$ cat config.mk
export PLATFORM = sky130hd
export DESIGN_NAME = uart_rx_flat
export DESIGN_NICKNAME = d
export VERILOG_FILES = /design/src/rtl/uart_rx_pkg.sv /design/src/rtl/uart_rx_if.sv /design/src/rtl/uart_rx_sync_2ff.sv /design/src/rtl/uart_rx.sv /design/src/flat_wrapper.sv
export SDC_FILE = /design/constraint.sdc
export NUM_CORES = 1
export LEC_CHECK = 0
export BUFFER_PORTS_ARGS = -buffer_cell sky130_fd_sc_hd__buf_2
export CAP_MARGIN = 20
export CELL_PAD_IN_SITES_DETAIL_PLACEMENT = 0
export CELL_PAD_IN_SITES_GLOBAL_PLACEMENT = 2
export CORE_UTILIZATION = 37
export CTS_BUF_LIST = sky130_fd_sc_hd__clkbuf_4 sky130_fd_sc_hd__clkbuf_8
export CTS_CLUSTER_DIAMETER = 50
export DETAILED_ROUTE_END_ITERATION = 6
export HOLD_SLACK_MARGIN = 0.1
export PLACE_DENSITY_LB_ADDON = 0.1
export SLEW_MARGIN = 20
export SYNTH_ARGS = -nofsm -noshare
export SYNTH_HDL_FRONTEND = slang
export SYNTH_HIERARCHICAL = 1
export SYNTH_SLANG_ARGS = --single-unit
export TNS_END_PERCENT = 50
$ cat constraint.sdc
create_clock -name clk_i -period 1.51 [get_ports clk_i]
set_input_delay 0 -clock clk_i [delete_from_list [all_inputs] [get_ports clk_i]]
set_output_delay 0 -clock clk_i [all_outputs]
set_load 0.01 [all_outputs]
$ cat src/rtl/uart_rx_pkg.sv
// Shared UART constants: FSM state encodings, default bit timing, and width helpers
// used by uart_rx and the other serial blocks in this slice.
package uart_rx_pkg;

    localparam int UART_CLKS_PER_BIT_DEFAULT = 16;
    localparam int UART_DATA_LENGTH_DEFAULT  = 8;

    localparam logic [1:0] ST_IDLE  = 2'b00;
    localparam logic [1:0] ST_START = 2'b01;
    localparam logic [1:0] ST_DATA  = 2'b10;
    localparam logic [1:0] ST_STOP  = 2'b11;

    // Counter width that never collapses to zero bits for a range of one value.
    function automatic int idx_width(input int n);
        return (n > 1) ? $clog2(n) : 1;
    endfunction

endpackage

$ cat src/rtl/uart_rx_if.sv
// Receive-side result bundle: the received byte, its strobes, and the busy flag.
interface uart_rx_if #(
    parameter int UART_DATA_LENGTH = 8
);
    logic [UART_DATA_LENGTH-1:0] data_o;
    logic                        data_valid_strb_o;
    logic                        frame_err_strb_o;
    logic                        busy_o;

    modport master (
        output data_o,
        output data_valid_strb_o,
        output frame_err_strb_o,
        output busy_o
    );

    modport slave (
        input data_o,
        input data_valid_strb_o,
        input frame_err_strb_o,
        input busy_o
    );
endinterface

$ cat src/rtl/uart_rx_sync_2ff.sv
// Two-flop synchronizer for a single asynchronous bit; both flops reset to RESET_VALUE.
module sync_2ff #(
    parameter logic RESET_VALUE = 1'b1
) (
    input  logic clk_i,
    input  logic reset_ni,
    input  logic d_i,
    output logic q_o
);
    logic meta_q;
    logic sync_q;

    // NOTE: non-blocking assignments make meta_q->sync_q a true two-stage pipeline;
    // blocking ones here would collapse it into a single flop.
    always_ff @(posedge clk_i or negedge reset_ni) begin
        if (!reset_ni) begin
            meta_q <= RESET_VALUE;
            sync_q <= RESET_VALUE;
        end else begin
            meta_q <= d_i;
            sync_q <= meta_q;
        end
    end

    assign q_o = sync_q;
endmodule

$ cat src/rtl/uart_rx.sv
// UART receiver: 8N1-style frames (configurable data length), LSB first, mid-bit sampling,
// with a one-cycle strobe for each good frame and for each frame whose stop bit is low.
module uart_rx
    import uart_rx_pkg::*;
#(
    parameter int UART_DATA_LENGTH = UART_DATA_LENGTH_DEFAULT,
    parameter int CLKS_PER_BIT     = UART_CLKS_PER_BIT_DEFAULT
) (
    input  logic      clk_i,
    input  logic      reset_ni,
    input  logic      rx_i,
    uart_rx_if.master rx_if
);
    localparam int CNT_W = $clog2(CLKS_PER_BIT);
    localparam int IDX_W = idx_width(UART_DATA_LENGTH);

    localparam logic [CNT_W-1:0] BAUD_MID  = CNT_W'(CLKS_PER_BIT / 2 - 1);
    localparam logic [CNT_W-1:0] BAUD_LAST = CNT_W'(CLKS_PER_BIT - 1);
    localparam logic [IDX_W-1:0] IDX_LAST  = IDX_W'(UART_DATA_LENGTH - 1);

    logic                        rx;
    logic [1:0]                  state_q;
    logic [1:0]                  state_d;
    logic [CNT_W-1:0]            cnt_q;
    logic [IDX_W-1:0]            bit_idx_q;
    logic [UART_DATA_LENGTH-1:0] shift_q;
    logic [UART_DATA_LENGTH-1:0] data_q;
    logic                        valid_q;
    logic                        ferr_q;
    logic                        line_high_seen_q;

    logic start_accept;
    logic data_sample;
    logic stop_sample;

    sync_2ff #(
        .RESET_VALUE(1'b1)
    ) u_sync_rx (
        .clk_i   (clk_i),
        .reset_ni(reset_ni),
        .d_i     (rx_i),
        .q_o     (rx)
    );

    // A start is only accepted once the line has been seen idle, so a held-low
    // break or a frame already running at reset release cannot retrigger.
    assign start_accept = (state_q == ST_IDLE) && !rx && line_high_seen_q;
    assign data_sample  = (state_q == ST_DATA) && (cnt_q == BAUD_LAST);
    assign stop_sample  = (state_q == ST_STOP) && (cnt_q == BAUD_LAST);

    // NOTE: state_d gets a default before the case so no path leaves it unassigned,
    // which would otherwise infer a latch.
    always_comb begin
        state_d = state_q;
        case (state_q)
            ST_IDLE:  if (start_accept) state_d = ST_START;
            ST_START: if (cnt_q == BAUD_MID) state_d = rx ? ST_IDLE : ST_DATA;
            ST_DATA:  if (data_sample && (bit_idx_q == IDX_LAST)) state_d = ST_STOP;
            ST_STOP:  if (stop_sample) state_d = ST_IDLE;
            default:  state_d = ST_IDLE;
        endcase
    end

    always_ff @(posedge clk_i or negedge reset_ni) begin
        if (!reset_ni) begin
            state_q   <= ST_IDLE;
            cnt_q     <= '0;
            bit_idx_q <= '0;
        end else begin
            state_q <= state_d;

            if ((state_d != state_q) || (state_q == ST_IDLE) || (cnt_q == BAUD_LAST)) begin
                cnt_q <= '0;
            end else begin
                cnt_q <= cnt_q + CNT_W'(1);
            end

            if (state_q == ST_START) begin
                bit_idx_q <= '0;
            end else if (data_sample) begin
                bit_idx_q <= (bit_idx_q == IDX_LAST) ? '0 : bit_idx_q + IDX_W'(1);
            end
        end
    end

    // NOTE: the shift register and output byte are ordinary flops and are reset,
    // so data_o reads 0 rather than X before the first frame arrives.
    always_ff @(posedge clk_i or negedge reset_ni) begin
        if (!reset_ni) begin
            shift_q <= '0;
            data_q  <= '0;
            valid_q <= 1'b0;
            ferr_q  <= 1'b0;
        end else begin
            if (data_sample) begin
                shift_q[bit_idx_q] <= rx;
            end
            if (stop_sample && rx) begin
                data_q <= shift_q;
            end
            valid_q <= stop_sample && rx;
            ferr_q  <= stop_sample && !rx;
        end
    end

    // Cleared on a low stop bit too, so a break must go high before the next start.
    always_ff @(posedge clk_i or negedge reset_ni) begin
        if (!reset_ni) begin
            line_high_seen_q <= 1'b0;
        end else if (start_accept || (stop_sample && !rx)) begin
            line_high_seen_q <= 1'b0;
        end else if (rx) begin
            line_high_seen_q <= 1'b1;
        end
    end

    assign rx_if.data_o            = data_q;
    assign rx_if.data_valid_strb_o = valid_q;
    assign rx_if.frame_err_strb_o  = ferr_q;
    assign rx_if.busy_o            = (state_q != ST_IDLE);

endmodule

$ cat src/flat_wrapper.sv
// flat-port wrapper written by rule: the top's interface ports become plain ports
module uart_rx_flat import uart_rx_pkg::*;
#(
    parameter int UART_DATA_LENGTH = UART_DATA_LENGTH_DEFAULT,
    parameter int CLKS_PER_BIT     = UART_CLKS_PER_BIT_DEFAULT
)
  (clk_i, reset_ni, rx_i, rx_if_data_o, rx_if_data_valid_strb_o, rx_if_frame_err_strb_o, rx_if_busy_o);
  uart_rx_if #(.UART_DATA_LENGTH(UART_DATA_LENGTH)) rx_if_i ();
  input  logic clk_i;
  input  logic reset_ni;
  input  logic rx_i;
  output wire logic [$bits(rx_if_i.data_o)-1:0] rx_if_data_o;
  output wire logic [$bits(rx_if_i.data_valid_strb_o)-1:0] rx_if_data_valid_strb_o;
  output wire logic [$bits(rx_if_i.frame_err_strb_o)-1:0] rx_if_frame_err_strb_o;
  output wire logic [$bits(rx_if_i.busy_o)-1:0] rx_if_busy_o;
  assign rx_if_data_o = rx_if_i.data_o;
  assign rx_if_data_valid_strb_o = rx_if_i.data_valid_strb_o;
  assign rx_if_frame_err_strb_o = rx_if_i.frame_err_strb_o;
  assign rx_if_busy_o = rx_if_i.busy_o;
  uart_rx #(.UART_DATA_LENGTH(UART_DATA_LENGTH), .CLKS_PER_BIT(CLKS_PER_BIT)) u_core (.clk_i(clk_i), .reset_ni(reset_ni), .rx_i(rx_i), .rx_if(rx_if_i));
endmodule
* Word-level counts from Yosys, hierarchy flattened
Index checks and enable logic that the tools add are counted.
** Operators by class
- Add/sub/neg operators :: 2
- Magnitude comparators :: 2
- Equality and inequality tests :: 7
- Mux-type cells :: 15
- Reductions and logical operators :: 16
** Operators with widths (number)
- $mux W2 :: 5
- $mux W3 :: 3
- $bwmux W8 :: 1
- $logic_and A1 B1 Y1 :: 8
- $pmux W2 S4 :: 1
- $reduce_bool A2 Y1 :: 3
- $add A4 B1 Y4 const B :: 1
- $eq A2 B2 Y1 const B :: 2
- $eq A4 B3 Y1 const B :: 1
- $eq A4 B4 Y1 const B :: 1
- $lt A3 B4 Y1 const B :: 1
- $mux W4 :: 1
- $add A3 B1 Y3 const B :: 1
- $demux W1 S3 :: 1
- $eq A3 B3 Y1 const B :: 1
- $ge A3 B1 Y1 const B :: 1
- $logic_or A1 B1 Y1 :: 3
- $mux W1 :: 3
- $eq A2 B1 Y1 const B :: 1
- $logic_not A2 Y1 :: 1
- $ne A2 B2 Y1 :: 1
- $logic_not A1 Y1 :: 1
** Storage, ports and cells
- Register bits after elaboration :: 30
- Bits of input ports :: 3
- Output and inout port bits :: 11
- Logic and storage cells :: 52

* Depth between registers and ports, before layout
Gate-level depths: netlist of the first run.
- Depth after elaboration :: 9
- Gate-level depth with buffers :: 5
- Mapped depth without buffers :: 4

* Hierarchy
The synthesis of the first run kept the hierarchy.
** By module, submodules not included
- uart_rx :: instances 1, cells each 108, area an instance 1292.5 µm², sequential area each 700.7 µm²
- sync_2ff :: instances 1, cells each 2, area an instance 52.6 µm², sequential area each 52.6 µm²

* Least setup slack after synthesis of the first run
No wires, ideal clock.
- Path kind :: register to register
- From :: register u_core.cnt_q[0]
- To :: register u_core.data_q[0] (netlist: u_core/rx_if.data_o[0])
- Library setup time :: 0.125 ns
- Arrival :: 1.449 ns
- Data required time :: 1.385 ns
- Path slack :: -0.064 ns
- Cell stages (with the launch flop) :: 6
- Path buffers :: 1
- Clock period less this slack :: 1.574 ns
- Cells stage by stage :: dfrtp_1 ha_1 buf_2 nand3_4 nor3_4 mux2_2
** Between the ends
- Word-level cells in the longest chain between the ends :: 3
** Ends and longest elaborated chain
- start, declared :: RTL line uart_rx.sv:24 : logic [CNT_W-1:0] cnt_q;
- start signal, assigned :: RTL line uart_rx.sv:75 : cnt_q <= cnt_q + CNT_W'(1);
- $eq A4 B4 Y1 :: RTL line uart_rx.sv:49 : assign stop_sample = (state_q == ST_STOP) && (cnt_q == BAUD_LAST);
- $logic_and A1 B1 Y1 :: RTL line uart_rx.sv:49
- $logic_and A1 B1 Y1 :: RTL line uart_rx.sv:98 : if (stop_sample && rx) begin
- end signal, assigned :: RTL line uart_rx.sv:99 : data_q <= shift_q;
- end, declared :: RTL line uart_rx.sv:27 : logic [UART_DATA_LENGTH-1:0] data_q;
No other way between the ends.
A chain may end at the register's enable or synchronous reset.

* Final worst setup path of the first run
- From :: register u_core.bit_idx_q[0]
- To :: register u_core.bit_idx_q[1]
** Between the ends
- Word-level cells in the longest chain between the ends :: 4
- Elaborated cells on any way between the ends :: 5
- Those cells by class :: 1 x add/sub; 1 x eq/ne; 3 x mux
** Ends and longest elaborated chain
- start, declared :: RTL line uart_rx.sv:25 : logic [IDX_W-1:0] bit_idx_q;
- start signal, assigned :: RTL line uart_rx.sv:81 : bit_idx_q <= (bit_idx_q == IDX_LAST) ? '0 : bit_idx_q + IDX_W'(1);
- $add A3 B1 Y3 / $eq A3 B3 Y1 (equally long branches) :: RTL line uart_rx.sv:81
- $mux W3 (*) :: RTL line uart_rx.sv:81
- $mux W3 (*) :: RTL line uart_rx.sv:80 : end else if (data_sample) begin
- $mux W3 (*) :: RTL line uart_rx.sv:78 : if (state_q == ST_START) begin
Every way passes the cells marked *; elsewhere a longest branch is shown, timed or not. The select of a mux whose other input is x is not followed.

==> key figures, run 1 <==
Logic synthesis
  – Yosys Warn Count: 6
  – Synth top cells by count: 28 x dfrtp_1, 11 x mux2_2, 7 x nand2_1, 6 x o21ai_0
  – Cells after synthesis: between 100 and 150
  – Most common flop cell mapped by yosys: dfrtp_1
  – Yosys top cell area share: 0.521
  – Area leader, netlist: dfrtp_1
  – Post-synth EDFFs: 0
  – Flops & latches, synth: 30
  – Post-synthesis sequential area ratio: 0.560
  – Syn nets: 116
  – Distinct cells, synth: 32
  – Cell Area, Synth: 1350 µm²
  – Most frequent cell after synthesis: dfrtp_1
  – Asr flop ratio synth: 1.00
  – Synth top area cells: dfrtp_1 52%, mux2_2 9.2%, dfstp_2 3.9%
  – Synthesized area per cell: 12.2 µm²

Clocking
  – Clk sinks: 30
  – CTS root buf: clkbuf_4
  – Clock tree buffer depth: 2
  – Number of CTS-inserted buffers: 5
  – Clk_lat worst skew: 330 ps
  – CTS tree: yes
  – H-tree depth: 2
  – Clock transition at path regs: 100 ps

Routing
  – First-pass detailed-route iteration total: 4
  – Total Wirelength: 2680 µm
  – Drt wl/cell: 13.9 µm
  – Post-DR vias/cell: 4.98
  – DRC Markers: 0
  – Vias: 961
  – Drt first-iter violations: 32
  – Detail Route Antenna Nets: 0

Setup path
  – WP buf/inv: 0
  – Cell repeated most along the worst path: ha_2
  – Setup crit end kind: flop
  – Worst Path Arrival: 1730 ps
  – WS Path Type: reg2reg
  – Critical Path RT: 1780 ps
  – Cell family with most CP delay: simple AND/OR/NAND/NOR gates
  – Largest fanout on the critical path: 4
  – Crit-path cells: ha_2, ha_2, or4b_1, nand3_1
  – CP max-delay cell: or4b_1
  – Worst stage delay on the critical path: 520 ps
  – Setup crit start kind: flop

GRT
  – Largest net degree at the start of global routing: 31
  – GR Layer Usage met3: 0.0607
  – Total Routing Usage GR: 0.167
  – First-pass GRT wire length: 4670 µm
  – Met1 Use GR: 0.214
  – Number of antenna violations at the first check in global routing: 0
  – Vias in the first global route: between 900 and 1000
  – Grt ovf: 0
  – Top Usage Layer GRT: met2
  – GRT met2 Usage: 0.236

Timing
  – Final period utilization: 0.966
  – RSZ-0062 raised after global routing: yes
  – Post-layout min period: 1460 ps
  – Fin Setup TNS: 0 ps
  – Max_slew headroom: 0.582
  – Actual slew at the worst max-slew pin: 627 ps
  – Maximum clock frequency: 685 MHz
  – Worst Skew: 16.6 ps
  – Final hold vios: 0
  – Hold WS: 206 ps
  – Final setup viols: 0
  – Slew Limit Fails: 0

Pwr
  – P_sw: 0.666 mW
  – Fraction of power consumed by sequential logic: 0.476
  – Leak: ~0.8 nW
  – Logic pwr share: 0.293
  – Clock Power Share: 0.231
  – Pint: 1.37 mW
  – Switch share: 0.327
  – Cell Pwr Density: 1190 nW/µm²
  – VDD IR-drop max: 0.754 mV

Floorplan
  – DIE AREA: 3880 µm²
  – Die Ht: 62.3 µm
  – Core Area: approximately 3400 µm²
  – IO Pins: 14
  – Initial Utilization: 0.394
  – Row count: 21
  – Width of the die: 62.3 µm

Placement
  – Routability Congestion: 0.717
  – Hpwl dp: 1890 µm
  – Placed Instances: around 180
  – Port Buf Inserts: 13

Finish
  – Fill cells: 326
  – Non-filler instance count after layout: 193
  – Share of post-route cells with drive strength above 1: 0.435
  – Nets: 152
  – Reg area: 753 µm²
  – Multi-input gate area: between 500 and 600 µm²
  – Area grow syn2layout: 26.6%
  – Diode count: 0

Outcome
  – Outcome: finished clean

Job
  – Max-cap violations: 0

Hold path
  – Hold Path Class: in2async
## metal layers
metal  wire length, µm  vias to the layer above  part of all wire
met5                 0                        -                 0
met4                68                        0             0.025
met3                86                        4             0.032
met1              1320                      462              0.49
li1                  -                      480                 -
met2              1210                       15              0.45
## layout make-up
type                    instances  share of cell area
flip-flops and latches         30               0.442
clock buffers                   6              0.0265
well taps                      46              0.0338
clock inverters                 2             0.00588
inverters                       3             0.00661
multi-input cells              71               0.339
repair buffers                 35               0.145
## flip-flops by register name, indices dropped and copies added (netlist names)
name,cells
u_core/u_sync_rx/q_o,1
u_core/rx_if.data_valid_strb_o,1
u_core/rx_if.data_o,8
u_core/state_q,2
u_core/line_high_seen_q,1
u_core/shift_q,8
u_core/cnt_q,4
u_core/rx_if.frame_err_strb_o,1
u_core/u_sync_rx/meta_q,1
u_core/bit_idx_q,3
## worst paths after layout
path | startpoint | end | cells past startpoint | slack [ps]
setup / recovery | u_core/bit_idx_q[0]$_DFFE_PN0P_ | u_core/bit_idx_q[1]$_DFFE_PN0P_ | 4 | 50
hold / removal | reset_ni | u_core/shift_q[5]$_DFFE_PN0P_ | 2 | 210
setup reg to reg | u_core/bit_idx_q[0]$_DFFE_PN0P_ | u_core/bit_idx_q[1]$_DFFE_PN0P_ | 4 | 50
hold reg to reg | u_core/u_sync_rx/meta_q$_DFF_PN1_ | u_core/u_sync_rx/q_o$_DFF_PN1_ | 0 | 360
max in group asynchronous | reset_ni | u_core/state_q[0]$_DFF_PN0_ | 2 | 880
min in group clk_i | rx_i | u_core/u_sync_rx/meta_q$_DFF_PN1_ | 2 | 320
## cell families after synthesis
kind of cell               count (synthesis)  share of synthesized area
and+or+nand+nor                           36                      0.168
AOI/OAI and AO/OA                         18                     0.0912
adders and majority gates                  3                     0.0279
muxes                                     12                      0.100
buffers and inverters                      9                     0.0391
DFF                                       30                      0.560
xor gates and xnor gates                   2                     0.0130
## power by group through the flow
stage          combinational, mW  clock, mW  sequential (mW)
2_1_floorplan              0.377          0            0.950
3_3_place_gp               0.568          0            0.965
3_5_place_dp               0.566          0            0.969
4_1_cts                    0.586      0.504            0.955
5_1_grt                    0.668      0.533            0.980
6_report                   0.595      0.470            0.968
## cells in the final DEF, fill, tap and decap left out, drive strengths merged
master	synthesis	routed
nor4	2	2
mux2	12	12
or4	1	1
xnor2	2	2
dfrtp	28	28
nor2b	2	2
a21o	1	1
o21ai	6	6
ha	3	3
o31ai	4	4
nand2b	1	1
or3b	2	2
o311ai	1	1
nand2	7	7
o211ai	5	5
o22a	1	1
buf	6	33
nand4b	2	2
clkbuf	0	6
or4b	1	1
dlygate4sd3	0	2
nand3	6	6
dfstp	2	2
nor2	5	5
nand4bb	1	1
nand4	2	2
inv	3	3
clkinv	0	2
nor3	4	4
## worst register-to-register path, delay by kind of cell (launching register included)
kind / cells / cell delay, ps
flops: 1 / 430
fa+ha+maj: 2 / 380
simple gates: 2 / 600
## per-stage QoR
step / total power, mW / setup slack, ps / area (µm²) / util
after global routing: 2.18 / -23.3 / 1700 / 0.499
after global placement: 1.53 / -35.5 / 1580 / 0.463
after CTS: 2.05 / 0.724 / 1680 / 0.492
after detailed placement: 1.54 / -72.8 / 1580 / 0.463
final: 2.03 / 50.7 / 1700 / 0.499
after floorplan: 1.33 / -45.7 / 1350 / -
## timing repair
item	CTS	global route
setup endpoints to repair	12	14
cloned	0	0
gates resized for setup	5	4
pin swaps	0	1
endpoints found under the hold margin	31	0
hold buffers	2	0
buffers inserted	1	0
Power figures use the tool's default switching activity.
==> run 2: changes to the inputs <==
--- a/config.mk
+++ b/config.mk
@@ -9,12 +9,13 @@
 export CAP_MARGIN = 20
 export CELL_PAD_IN_SITES_DETAIL_PLACEMENT = 0
 export CELL_PAD_IN_SITES_GLOBAL_PLACEMENT = 2
-export CORE_UTILIZATION = 37
+export CORE_UTILIZATION = 41
 export CTS_BUF_LIST = sky130_fd_sc_hd__clkbuf_4 sky130_fd_sc_hd__clkbuf_8
 export CTS_CLUSTER_DIAMETER = 50
 export DETAILED_ROUTE_END_ITERATION = 6
 export HOLD_SLACK_MARGIN = 0.1
 export PLACE_DENSITY_LB_ADDON = 0.1
+export SKIP_CTS_REPAIR_TIMING = 1
 export SLEW_MARGIN = 20
 export SYNTH_ARGS = -nofsm -noshare
 export SYNTH_HDL_FRONTEND = slang
==> constraint.sdc (replaced) <==
create_clock -name clk_i -period 1.6 [get_ports clk_i]
set_input_delay 0 -clock clk_i [delete_from_list [all_inputs] [get_ports clk_i]]
set_output_delay 0 -clock clk_i [all_outputs]
set_load 0.01 [all_outputs]
==> key figures, run 2 (same netlist as run 1, synthesis figures left out) <==
Outcome
  – Outcome: finished clean

Floorplan
  – DIE AREA: 3510 µm² (-9.4%)
  – IO Pins: 14 (unchanged)
  – Initial Utilization: 0.437 (+0.0432)
  – Row count: 20 (-4.8%)
  – Width of the die: 59.3 µm (-4.8%)
  – Die Ht: 59.3 µm (-4.8%)
  – Core Area: 3080 µm² (-9.9%)

GRT
  – Largest net degree at the start of global routing: 31 (unchanged)
  – Vias in the first global route: 900 (-4.4%)
  – Grt ovf: 0 (unchanged)
  – First-pass GRT wire length: 4280 µm (-8.4%)
  – Number of antenna violations at the first check in global routing: 0 (unchanged)
  – Total Routing Usage GR: 0.170 (+0.00311)

Finish
  – Area grow syn2layout: 23.0%
  – Reg area: 754 µm² (+0.17%)
  – Most common cell after layout, fill and taps aside: dfrtp_1
  – Fill cells: 283 (-13%)
  – Most frequent cells in the layout: 27 x dfrtp_1, 13 x buf_2, 13 x buf_4, 11 x mux2_2
  – Share of post-route cells with drive strength above 1: 0.397 (-0.0382)
  – Non-filler instance count after layout: 185 (-4.1%)
  – Multi-input gate area: 548 µm² (-5.2%)
  – Diode count: 0 (unchanged)
  – Util after Layout: 0.537 (+0.0389)
  – Nets: 146 (-3.9%)

Placement
  – Post-place setup slack: -13.0 ps (+59.8 ps)
  – Placed Instances: 175 (-3.8%)
  – Routability Congestion: 0.774 (+7.9%)
  – Hpwl dp: 1850 µm (-2.6%)
  – Port Buf Inserts: 13 (unchanged)

Timing
  – Post-layout min period: 1540 ps (+85.6 ps)
  – Final setup viols: 0 (unchanged)
  – Slew Limit Fails: 0 (unchanged)
  – Final period utilization: 0.966 (about the same)
  – Hold WS: 238 ps (+32.0 ps)
  – Actual slew at the worst max-slew pin: 666 ps (+39.2 ps)
  – RSZ-0062 raised after global routing: no
  – Final WS setup: 55.2 ps (+4.45 ps)
  – Max_slew headroom: 0.556 (-0.0261)
  – Final hold vios: 0 (unchanged)
  – Worst Skew: 7.42 ps (-9.14 ps)
  – Fin Setup TNS: 0 ps (unchanged)
  – Maximum clock frequency: 647 MHz (-5.5%)

Clocking
  – Clk sinks: 30 (unchanged)
  – Clock tree buffer depth: 2 (unchanged)
  – CTS root buf: clkbuf_4
  – CTS tree: yes
  – Clock transition at path regs: 90 ps (about the same)
  – H-tree depth: 2 (unchanged)
  – Clk_lat worst skew: 320 ps (about the same)
  – Number of CTS-inserted buffers: 5 (unchanged)

Setup path
  – WS Path Type: reg2reg
  – WP buf/inv: 0 (unchanged)
  – Cell family with most CP delay: simple AND/OR/NAND/NOR gates
  – CP max-delay cell: dfrtp_1
  – Worst Path Arrival: 1760 ps (+30 ps)
  – Setup crit start kind: flop
  – Critical Path RT: 1810 ps (+30 ps)
  – Worst stage delay on the critical path: 370 ps (-150 ps)
  – Crit-path cells: ha_2, nand4bb_1, nor3_1, mux2_2
  – Setup crit end kind: flop
  – Reg2reg setup slack: 60 ps (about the same)
  – Largest fanout on the critical path: 4 (unchanged)

Routing
  – First-pass detailed-route iteration total: 4 (unchanged)
  – Total Wirelength: 2650 µm (-1.2%)
  – Drt wl/cell: 14.3 µm (+3.1%)
  – DRC Markers: 0 (unchanged)
  – Post-DR vias/cell: 5.27 (+5.8%)
  – Vias: 975 (+1.5%)
  – Drt first-iter violations: 15 (-53%)
  – Detail Route Antenna Nets: 0 (unchanged)

Hold path
  – Hold Path Class: in2async

Job
  – Max-cap violations: 0 (unchanged)

Pwr
  – VDD IR-drop max: 1.02 mV (+35%)
  – Cell Pwr Density: 1230 nW/µm² (+2.9%)
  – Leak: 0.770 nW (-2.3%)
==> run 2: cell types whose count changed in the layout (fill, tap and decap cells not counted), moves of 2 or more <==
| cell | change |
|---|---|
| mux2_4 | -3 |
| mux2_2 | +3 |
| buf_4 | -6 |
| clkinv_2 | -2 |
| ha_1 | +2 |
==> run 2: final timing paths <==
kind	startpoint	to	depth (start not counted)
worst min-delay path	reset_ni	u_core/shift_q[4]$_DFFE_PN0P_	2
worst min register to register	u_core/u_sync_rx/meta_q$_DFF_PN1_	u_core/u_sync_rx/q_o$_DFF_PN1_	0
max in group asynchronous	reset_ni	u_core/bit_idx_q[0]$_DFFE_PN0P_	2
min in group clk_i	rx_i	u_core/u_sync_rx/meta_q$_DFF_PN1_	2
worst max-delay path	u_core/cnt_q[0]$_DFF_PN0_	u_core/shift_q[2]$_DFFE_PN0P_	4
worst max register to register	u_core/cnt_q[0]$_DFF_PN0_	u_core/shift_q[2]$_DFFE_PN0P_	4
==> run 2: power by group <==
part           internal [mW]  switching (mW)  leakage, nW
logic                  0.228           0.286        0.330
registers              0.842          0.0644        0.394
clock network          0.365           0.248       0.0463
total                   1.43           0.599        0.770
==> run 2: per-stage QoR <==
stage / cell area [µm²] / power, mW
global placement: 1540 / 1.41
finish: 1650 / 2.03
detailed placement: 1540 / 1.42
CTS: 1620 / 2.04
global route: 1650 / 2.15
floorplan: 1350 / 1.25
==> run 2: final cells by class <==
class,count,share of cell area
sequential,30,0.456
multi-input combinational,71,0.331
timing repair buffer,29,0.123
tap,44,0.0333
clock buffer,7,0.0318
clock inverter,1,0.0182
inverter,3,0.00681
==> run 2: routing by layer <==
| layer | up-vias | GRT usage | routed length [µm] |
|---|---|---|---|
| met5 | - | 0 | 0 |
| met4 | 0 | 0.0510 | 23 |
| met3 | 4 | 0.0590 | 108 |
| met2 | 24 | 0.247 | 1220 |
| met1 | 478 | 0.238 | 1300 |
| li1 | 469 | - | - |
==> run 3: changes to the inputs <==
--- a/config.mk
+++ b/config.mk
@@ -9,8 +9,7 @@
 export CAP_MARGIN = 20
 export CELL_PAD_IN_SITES_DETAIL_PLACEMENT = 0
 export CELL_PAD_IN_SITES_GLOBAL_PLACEMENT = 2
-export CORE_UTILIZATION = 41
-export CTS_BUF_LIST = sky130_fd_sc_hd__clkbuf_4 sky130_fd_sc_hd__clkbuf_8
+export CORE_UTILIZATION = 38
 export CTS_CLUSTER_DIAMETER = 50
 export DETAILED_ROUTE_END_ITERATION = 6
 export HOLD_SLACK_MARGIN = 0.1
==> key figures, run 3 (same netlist as run 1, synthesis figures left out) <==
Finish
  – Most frequent cells in the layout: 27 x dfrtp_1, 13 x buf_2, 13 x buf_4, 11 x mux2_2, 7 x nand2_1
  – Most common cell after layout, fill and taps aside: dfrtp_1
  – Fill cells: 319 (+13%)
  – Area grow syn2layout: 25.5%
  – Util after Layout: 0.502 (-0.0355)
  – Share of post-route cells with drive strength above 1: 0.404 (+0.00709)
  – Diode count: 0 (unchanged)
  – Nets: 146 (unchanged)
  – Non-filler instance count after layout: 187 (+1.1%)

Clocking
  – Clk sinks: 30 (unchanged)
  – Clock transition at path regs: 100 ps (about the same)
  – Clk_lat worst skew: 340 ps (+20 ps)
  – Number of CTS-inserted buffers: 5 (unchanged)
  – Clock tree buffer depth: 2 (unchanged)
  – H-tree depth: 2 (unchanged)
  – CTS root buf: clkbuf_4
  – CTS tree: yes

Pwr
  – VDD IR-drop max: 0.746 mV (-27%)
  – Leak: 0.778 nW (+1.1%)
  – Cell Pwr Density: 1310 nW/µm² (+6.7%)

Routing
  – Drt first-iter violations: 14 (-1)
  – Total Wirelength: 2510 µm (-5.2%)
  – First-pass detailed-route iteration total: 4 (unchanged)
  – DRC Markers: 0 (unchanged)
  – Vias: 944 (-3.2%)
  – Detail Route Antenna Nets: 0 (unchanged)
  – Drt wl/cell: 13.4 µm (-6.3%)
  – Post-DR vias/cell: 5.05 (-4.2%)

Timing
  – RSZ-0062 raised after global routing: no
  – Post-layout min period: 1520 ps (-26.2 ps)
  – Max_slew headroom: 0.569 (+0.0130)
  – Final WS setup: 81.4 ps (+26.2 ps)
  – Hold WS: 217 ps (-21.1 ps)
  – Slew Limit Fails: 0 (unchanged)
  – Maximum clock frequency: 658 MHz (+1.7%)
  – Final hold vios: 0 (unchanged)
  – Final setup viols: 0 (unchanged)
  – Final period utilization: 0.949 (-0.0164)
  – Worst Skew: 14.2 ps (+6.82 ps)
  – Actual slew at the worst max-slew pin: 647 ps (-19.6 ps)
  – Fin Setup TNS: 0 ps (unchanged)

Floorplan
  – Core Area: 3360 µm² (+9.3%)
  – IO Pins: 14 (unchanged)
  – Width of the die: 61.5 µm (+3.7%)
  – Die Ht: 61.5 µm (+3.7%)
  – Row count: 21 (+5.0%)
  – DIE AREA: 3780 µm² (+7.6%)
  – Initial Utilization: 0.400 (-0.0371)

Setup path
  – Setup crit end kind: flop
  – Reg2reg setup slack: 80 ps (+30 ps)
  – WS Path Type: reg2reg
  – Critical Path RT: 1810 ps (about the same)
  – Setup crit start kind: flop
  – Largest fanout on the critical path: 4 (unchanged)
  – Worst Path Arrival: 1730 ps (-30 ps)

Placement
  – Routability Congestion: 0.734 (-5.2%)
  – Port Buf Inserts: 13 (unchanged)
  – Post-place setup slack: 18.4 ps (+31.4 ps)
  – Hpwl dp: 1790 µm (-2.9%)
  – Placed Instances: 177 (+1.1%)

GRT
  – Total Routing Usage GR: 0.154 (-0.0162)
  – GR Layer Usage met3: 0.0441 (-0.0148)
  – First-pass GRT wire length: 4060 µm (-5.2%)
  – Number of antenna violations at the first check in global routing: 0 (unchanged)
  – Top Usage Layer GRT: met2
  – Grt ovf: 0 (unchanged)
  – Vias in the first global route: 854 (-5.1%)
  – Met1 Use GR: 0.207 (-0.0314)
  – Largest net degree at the start of global routing: 31 (unchanged)
  – GRT met2 Usage: 0.221 (-0.0260)

Job
  – Max-cap violations: 0 (unchanged)

Hold path
  – Hold Path Class: in2async

Outcome
  – Outcome: finished clean
[run 3: cell count changes in the layout (fill, tap and decap cells not counted)]
cell       before  now
ha_2            1    2
ha_1            2    1
clkbuf_8        0    1
bufinv_16       1    2
clkbuf_4        7    5
[run 3: routing by layer]
| metal | up-vias | part of all wire |
|---|---|---|
| met4 | 0 | 0.018 |
| met1 | 458 | 0.47 |
| met3 | 4 | 0.047 |
| li1 | 463 | - |
| met2 | 19 | 0.46 |
| met5 | - | 0 |
[run 3: worst paths after layout]
path	from	endpoint	cells past startpoint
setup / recovery	u_core/cnt_q[1]$_DFF_PN0_	u_core/shift_q[2]$_DFFE_PN0P_	4
hold / removal	reset_ni	u_core/bit_idx_q[2]$_DFFE_PN0P_	2
setup reg to reg	u_core/cnt_q[1]$_DFF_PN0_	u_core/shift_q[2]$_DFFE_PN0P_	4
hold reg to reg	u_core/u_sync_rx/meta_q$_DFF_PN1_	u_core/u_sync_rx/q_o$_DFF_PN1_	0
max in group asynchronous	reset_ni	u_core/bit_idx_q[0]$_DFFE_PN0P_	2
min in group clk_i	rx_i	u_core/u_sync_rx/meta_q$_DFF_PN1_	2
[run 3: layout make-up]
cell class	instances	area, µm²	area share
Tap cell	46	57.6	0.0341
Clock inverter	2	60.1	0.0356
Inverter	3	11.3	0.00667
Sequential cell	30	754	0.447
Timing Repair Buffer	29	203	0.120
Multi-Input combinational cell	71	551	0.326
Clock buffer	6	51.3	0.0304
[run 3: critical path, stage by stage, from the launching register on]
cell and delay (ps):
dfrtp_1 360, ha_2 230, nand4bb_1 180, nor3_1 250
mux2_2 380
[run 3: per-stage QoR]
stage                     power (mW)  area [µm²]
after CTS                       2.23        1660
after global routing            2.33        1690
after detailed placement        1.42        1540
final                           2.21        1690
after floorplan                 1.25        1350
after global placement          1.42        1540
[run 3: report_power, final]
group          switching [mW]  total (mW)  internal [mW]
Sequential             0.0659       0.907          0.842
Clock                   0.269       0.798          0.529
Combinational           0.278       0.508          0.229
